[src/rtl/uart_tx_pattern_gen.sv]
// Periodic burst sequencer feeding uart_byte_tx over the Send_Go/Tx_done handshake.
// Define UART_TX_CKSUM_EN to append a mod-256 sum byte to each complete burst.
//
// Ports:
//   Clk, Reset_n        clock, async active-low reset
//   Enable              level, 1 = generate bursts
//   Mode[1:0]           0 incr, 1 fixed, 2 LFSR, 3 walking-one
//   Seed[7:0]           pattern load / fixed value
//   Tx_done             end-of-byte pulse from uart_byte_tx
//   Send_Go             start pulse to uart_byte_tx
//   Data[7:0]           byte to send, held until Tx_done
//   Busy                burst in progress
//   Burst_done          pulse after the burst's final Tx_done
//   Overrun             sticky, a period tick hit a busy burst
module uart_tx_pattern_gen #(
  parameter int PERIOD_CYCLES = 500000,
  parameter int BURST_LEN     = 1,
  parameter int CNT_W         = 19
) (
  input  logic       Clk,
  input  logic       Reset_n,
  input  logic       Enable,
  input  logic [1:0] Mode,
  input  logic [7:0] Seed,
  input  logic       Tx_done,
  output logic       Send_Go,
  output logic [7:0] Data,
  output logic       Busy,
  output logic       Burst_done,
  output logic       Overrun
);

`ifdef UART_TX_CKSUM_EN
  typedef enum logic [2:0] {
    IDLE, SEND, WAIT_DONE, CKSUM, CKSUM_WAIT
  } state_t;
`else
  typedef enum logic [1:0] {
    IDLE, SEND, WAIT_DONE
  } state_t;
`endif

  localparam logic [CNT_W-1:0] PMAX =
    CNT_W'(PERIOD_CYCLES - 1);
  localparam logic [CNT_W-1:0] ONE = CNT_W'(1);
  localparam logic [7:0] BLEN = 8'(BURST_LEN);

  state_t           state_q, state_n;
  logic [CNT_W-1:0] cnt_q;
  logic             en_q;
  logic             tick;
  logic             en_rise;
  logic             start;
  logic [7:0]       pat_q, pat_n;
  logic [7:0]       data_q, data_n;
  logic [7:0]       bcnt_q, bcnt_n;
  logic [7:0]       seed_ld;
  logic [1:0]       mode_q;
  logic             busy_q;
  logic             done_q, done_n;
  logic             ovr_q;
  logic             sg_q;
`ifdef UART_TX_CKSUM_EN
  logic [7:0]       sum_q, sum_n;
`endif

  function automatic logic [7:0] advance(
    input logic [7:0] p,
    input logic [1:0] m
  );
    logic [7:0] r;
    r = p;
    unique case (1'b1)
      m == 2'd0: r = p + 8'd1;
      m == 2'd1: r = p;
      m == 2'd2: r = {p[6:0], p[7] ^ p[5] ^ p[4] ^ p[3]};
      m == 2'd3: r = {p[6:0], p[7]};
    endcase
    return r;
  endfunction

  assign tick    = Enable && (cnt_q == ONE);
  assign en_rise = Enable && !en_q;
  // An all-zero LFSR would lock up, so seed 0 becomes 01 there.
  assign seed_ld = (Mode == 2'd2 && Seed == 8'h00) ?
                   8'h01 : Seed;

  always_ff @(posedge Clk or negedge Reset_n) begin
    if (!Reset_n) begin
      cnt_q <= '0;
    end else if (!Enable) begin
      cnt_q <= '0;
    end else if (cnt_q == PMAX) begin
      cnt_q <= '0;
    end else begin
      cnt_q <= cnt_q + ONE;
    end
  end

  always_comb begin
    state_n = state_q;
    pat_n   = pat_q;
    data_n  = data_q;
    bcnt_n  = bcnt_q;
    done_n  = 1'b0;
    start   = 1'b0;
`ifdef UART_TX_CKSUM_EN
    sum_n   = sum_q;
`endif
    unique case (state_q)
      IDLE: begin
        if (tick && !busy_q) begin
          start   = 1'b1;
          state_n = SEND;
          bcnt_n  = 8'd0;
          data_n  = pat_q;
`ifdef UART_TX_CKSUM_EN
          sum_n   = 8'd0;
`endif
        end
      end
      SEND: state_n = WAIT_DONE;
      WAIT_DONE: begin
        if (Tx_done) begin
          bcnt_n = bcnt_q + 8'd1;
          pat_n  = advance(pat_q, mode_q);
`ifdef UART_TX_CKSUM_EN
          sum_n  = sum_q + data_q;
`endif
          if (bcnt_n == BLEN || !Enable) begin
`ifdef UART_TX_CKSUM_EN
            if (Enable) begin
              state_n = CKSUM;
              data_n  = sum_n;
            end else begin
              state_n = IDLE;
              done_n  = 1'b1;
            end
`else
            state_n = IDLE;
            done_n  = 1'b1;
`endif
          end else begin
            state_n = SEND;
            data_n  = pat_n;
          end
        end
      end
`ifdef UART_TX_CKSUM_EN
      CKSUM: state_n = CKSUM_WAIT;
      CKSUM_WAIT: begin
        if (Tx_done) begin
          state_n = IDLE;
          done_n  = 1'b1;
        end
      end
`endif
      default: state_n = IDLE;
    endcase
    if (en_rise) begin
      pat_n = seed_ld;
    end
  end

  always_ff @(posedge Clk or negedge Reset_n) begin
    if (!Reset_n) begin
      state_q <= IDLE;
      pat_q   <= 8'd0;
      data_q  <= 8'd0;
      bcnt_q  <= 8'd0;
      done_q  <= 1'b0;
      en_q    <= 1'b0;
      mode_q  <= 2'd0;
    end else begin
      state_q <= state_n;
      pat_q   <= pat_n;
      data_q  <= data_n;
      bcnt_q  <= bcnt_n;
      done_q  <= done_n;
      en_q    <= Enable;
      if (en_rise || start) begin
        mode_q <= Mode;
      end
    end
  end

`ifdef UART_TX_CKSUM_EN
  always_ff @(posedge Clk or negedge Reset_n) begin
    if (!Reset_n) begin
      sum_q <= 8'd0;
    end else begin
      sum_q <= sum_n;
    end
  end
`endif

  // Busy is held through the Burst_done cycle so both drop together.
  always_ff @(posedge Clk or negedge Reset_n) begin
    if (!Reset_n) begin
      busy_q <= 1'b0;
      ovr_q  <= 1'b0;
      sg_q   <= 1'b0;
    end else begin
      if (start) begin
        busy_q <= 1'b1;
      end else if (done_q) begin
        busy_q <= 1'b0;
      end
      if (en_rise) begin
        ovr_q <= 1'b0;
      end else if (tick && busy_q) begin
        ovr_q <= 1'b1;
      end
`ifdef UART_TX_CKSUM_EN
      sg_q <= (state_q == SEND) || (state_q == CKSUM);
`else
      sg_q <= (state_q == SEND);
`endif
    end
  end

  assign Send_Go    = sg_q;
  assign Data       = data_q;
  assign Busy       = busy_q;
  assign Burst_done = done_q;
  assign Overrun    = ovr_q;

endmodule

[config.mk]
export PLATFORM = sky130hd
export DESIGN_NAME = uart_tx_pattern_gen
export DESIGN_NICKNAME = d
export VERILOG_FILES = /design/src/rtl/uart_tx_pattern_gen.sv
export SDC_FILE = /design/constraint.sdc
export NUM_CORES = 1
export LEC_CHECK = 0
export ABC_CLOCK_PERIOD_IN_PS = 2200
export BUFFER_PORTS_ARGS = -buffer_cell sky130_fd_sc_hd__clkbuf_2
export CORE_MARGIN = 2
export CORE_UTILIZATION = 54
export CTS_BUF_LIST = sky130_fd_sc_hd__clkbuf_16
export DETAILED_ROUTE_END_ITERATION = 8
export PLACE_DENSITY = 0.8
export SETUP_SLACK_MARGIN = 0.02
export SYNTH_ARGS = -nofsm -noshare
export SYNTH_HDL_FRONTEND = slang
export SYNTH_SLANG_ARGS = --single-unit
[constraint.sdc]
create_clock -name Clk -period 2.2 [get_ports Clk]
set_input_delay 0.11 -clock Clk [delete_from_list [all_inputs] [get_ports Clk]]
set_output_delay 0.11 -clock Clk [all_outputs]
set_load 0.02 [all_outputs]
Word-level counts from Yosys, hierarchy flattened
Cells that the tools add are included.
Word-level totals
  word-level logic and storage cells: 78
  output and inout port bits: 12
  bits in registers: 52
Cells by class
  add/sub/neg operators: 3
  equality and inequality tests: 12
  bitwise operators: 3
  mux-type cells: 27
  reductions and logical operators: 22
Operators by type and width (count)
  $mux W8: 9
  $mux W19: 2
  $pmux W8 S2: 2
  $pmux W8 S4: 1
  $add A19 B1 Y19 const B: 1
  $eq A19 B1 Y1 const B: 1
  $eq A19 B19 Y1 const B: 1
  $add A8 B1 Y8 const B: 2
  $mux W1: 10
  $reduce_bool A2 Y1: 5
  $eq A2 B2 Y1 const B: 4
  $eq A8 B1 Y1 const B: 1
  $logic_not A8 Y1: 1
  $ne A2 B2 Y1 const B: 3
  $pmux W2 S3: 1
  $logic_and A1 B1 Y1: 5
  $eq A2 B1 Y1 const B: 2
  $logic_not A2 Y1: 2
  $mux W2: 2
  $reduce_and A2 Y1: 2
  $reduce_and A4 Y1: 1
  $logic_not A1 Y1: 3
  $reduce_and A3 Y1: 1
  $xor A1 B1 Y1: 3
  $logic_or A1 B1 Y1: 2

Longest topological paths before layout
  word-level depth: 7
  mapped depth: 7

Worst setup path before layout
Ideal clock, no wire load.
  path type: register to register
  start point: reg cnt_q[7]
  end point: reg data_q[1] (netlist: Data[1])
  buffers on the path: 0
  clock period less this slack: 2.257 ns
  cell stages (with the launch flop): 6
  arrival: 2.133 ns
  slack: -0.057 ns
  setup time: 0.125 ns
  cell sequence: dfrtp_1 or4_1 nor3_2 a31oi_2 a211oi_4 mux2_2
Between the ends
  longest elaborated chain between the ends: 5
RTL lines
  start, declared: line 49  | logic [CNT_W-1:0] cnt_q;
  start signal, assigned: line 96  | cnt_q <= cnt_q + ONE;
  $eq A19 B1 Y1: line 82  | assign tick = Enable && (cnt_q == ONE);
  $logic_and A1 B1 Y1: line 82
  $logic_and A1 B1 Y1: line 112  | if (tick && !busy_q) begin
  $ne A2 B2 Y1 (no source line)
  $reduce_and A4 Y1 (no source line)
  end signal, assigned: line 177  | data_q <= data_n;
  end, declared: line 55  | logic [7:0] data_q, data_n;
Every way passes these cells.
A chain may end at the register's enable or synchronous reset.

Worst setup path in the final report
  start point: reg cnt_q[1]
  end point: reg data_q[2] (netlist: Data[2])
Same word-level chain as after synthesis.

==> out/results.ini <==
[logic_synthesis]
synth_area_um2=2980
netlist_instances=330
ys_ff_latch=52
synth_edf_count=0
syn_area_per_cell_um2=9.04
syn_nets=349
synthArstFlopShare=1.00
seq_area_frac_synth=0.436
ys_warn_count=0
yosysUniqueCellTypes=52
synth_top_flop_cell=dfrtp_1

[route]
dr.pass1.iters=4
routed-via-count=2607
routed_wl_um=6870
avgRoutedWirePerCell_um=15.4
antenna_left=0
viasPerCell=5.86
drt_drc_violations_left=0
dr.first_iter.drc_count=255

[power]
p_per_area_nw_per_um2=959
ir_drop_mv=0.585
power_leakage_nw=1.55
p_total_mw=3.37

[min_path]
hold_class=in2reg
holdCritStartpoint=Seed[1]
min_to=pat_q[1]
holdPathStages=3

[setup_path]
critPathMaxFanout=9
critPathLaunchType=flop
cp-end-kind=flop
critPathMaxStageDelay_ns=0.47
cp_cell_sequence=inv_1 > ha_1 > or4b_4 > nor3_4 > a31oi_4 > a211oi_4 > buf_12 > mux2_2
slowest_stage=or4b_4
worstRegToRegCells=8
timing.rr.start=cnt_q[1]
rrSetupSlack_ns=0.04
reg2reg_to=Data[2]
crit_type=reg2reg
crit_arrival_ns=2.34
required_ns=2.38
critPathLaunch=cnt_q[1]

[clock_network]
clk_pin_slew_worst_paths_ns=0.07
cts_max_level=2
worstSkewPairLatency_ns=0.29
cts.sink_count=52
cts_buffers=5
cts_tree=built
clockBufferDepth=2
cts_root_buffer=clkbuf_16

[grt]
grt_start_max_net_pins=53
grt_pass1_vias=2536
grt_pass1_wl_um=11800
grt-ovfl-total=0
antenna_found_initial=0
grt_usage=0.244

[timing]
finalHoldViolations=0
setup_viol=0
max_slew.worst_pin.slew_ns=0.745
max_freq_mhz=463
period_share=0.982
max_slew_margin=0.502
rsz0062_at_grt=true
finalWorstPathRequiredPeriod_ns=2.16
finClkSkew_ns=0.00490
drv_slew=0

[floorplanning]
die_x_um=78.3
die_h_um=78.3
coreArea_um2=5410
start_util=0.552
rows=27
pin_count=26
dieArea_um2=6140

[run_status]
status=completed

[cells_and_area]
drive_gt1_frac=0.214
nNetsFinal=392
diodes=0
final_area_um2=3520
layout_commonest_cell=dfrtp_1
mostFrequentLayoutCells=dfrtp_1, nor2_1, nand2_1
area_delta_synth_final_pct=17.9

[placed_design]
placed_area_um2=3350
dp_hpwl_um=4830
io_buffers=25
gp_congestion=0.944

[job]
cap_violations=0

registers in the layout, summed over array words and instances, names as in the netlist, 2 cells and up:
register / count
mode_q: 2
cnt_q: 19
Data: 8
bcnt_q: 8
state_q: 2
pat_q: 8
through the flow:
stage                     hold slack (ns)  TNS [ns]  setup slack [ns]  instances  utilization
after floorplan                    -0.186   -0.0791           -0.0113        330            -
after CTS                          0.0440         0            0.0292        444        0.649
after detailed placement            0.268         0            0.0124        435        0.621
after global routing               0.0811    -0.373           -0.0652        445        0.651
after global placement              0.261         0            0.0486        435        0.621
final                              0.0459         0            0.0394        445        0.651
report_power, final:
group	switching [mW]	internal (mW)	total (mW)
sequential	0.256	1.15	1.40
combinational	0.657	0.566	1.22
clock	0.338	0.410	0.748
layer usage:
metal  global-route usage  share of wire  wire length (um)
met1                0.311           0.44              2990
met4               0.0614         0.0095                65
met5                    0              0                 0
met3               0.0414          0.039               269
met2                0.432           0.52              3540
logic make-up after synthesis:
logic type | count (synthesis) | share of synthesized area
xor+xnor | 20 | 0.0633
fa+ha+maj | 5 | 0.0210
mux | 12 | 0.0449
compound gates | 75 | 0.168
buf+inv | 24 | 0.0302
flops | 52 | 0.436
simple gates | 142 | 0.237
worst max-delay path by stage:
stage,end,slack [ns],cells past startpoint
after global placement,Data[4],0.05,8
after global routing,Data[2],-0.07,8
after detailed placement,Data[5],0.01,8
after CTS,Data[2],0.03,8
final,Data[2],0.04,8
after floorplan,Data[1],-0.01,7
cell usage after synthesis (2+ instances only):
cell | count | area (um^2)
and4_1 | 2 | 17.5
or4_1 | 3 | 22.5
o31ai_1 | 3 | 22.5
a221oi_1 | 2 | 17.5
clkbuf_1 | 15 | 56.3
nor2b_1 | 6 | 37.5
nand2_1 | 32 | 120
and3_2 | 2 | 15.0
nand2b_1 | 4 | 25.0
inv_1 | 9 | 33.8
o211ai_1 | 2 | 15.0
a21oi_1 | 9 | 45.0
nor4_1 | 3 | 18.8
nand3_1 | 15 | 75.1
and3_1 | 3 | 18.8
nand4_1 | 4 | 25.0
nor3_1 | 8 | 40.0
mux2_2 | 11 | 124
o21a_1 | 3 | 22.5
ha_1 | 5 | 62.6
dfrtp_1 | 52 | 1300
nand3b_1 | 3 | 22.5
a31oi_1 | 7 | 43.8
o21ai_0 | 29 | 145
xor2_1 | 10 | 87.6
a22o_1 | 5 | 43.8
or3_1 | 2 | 12.5
xnor2_1 | 9 | 78.8
o221ai_1 | 2 | 17.5
nor2_1 | 44 | 165
and2_1 | 5 | 31.3
layout make-up:
| type | count | area (um^2) |
|---|---|---|
| flip-flops and latches | 52 | 1300 |
| fillers | 455 | 1890 |
| clock buffers | 5 | 125 |
| well taps | 72 | 90.1 |
| repair buffers | 51 | 335 |
| inverters | 9 | 33.8 |
| multi-input cells | 254 | 1630 |
| clock inverters | 2 | 8.76 |
repair_timing:
item / CTS / global route
hold endpoints to repair: 52 / 0
endpoints found under the setup margin: 7 / 9
buffers inserted: 1 / 1
resized for setup: 0 / 2
hold buffers: 1 / 0
pin swaps: 0 / 1
critical path: cells and delay by family, from the launching register on:
kind	cells	cell delay (ns)
adder cells (fa/ha/maj)	1	0.12
flip-flops	1	0.37
AND/OR/NAND/NOR	2	0.66
AO/OA/AOI/OAI	2	0.34
multiplexers	1	0.34
buffers and inverters	2	0.21
Power figures use the tool's default switching activity.
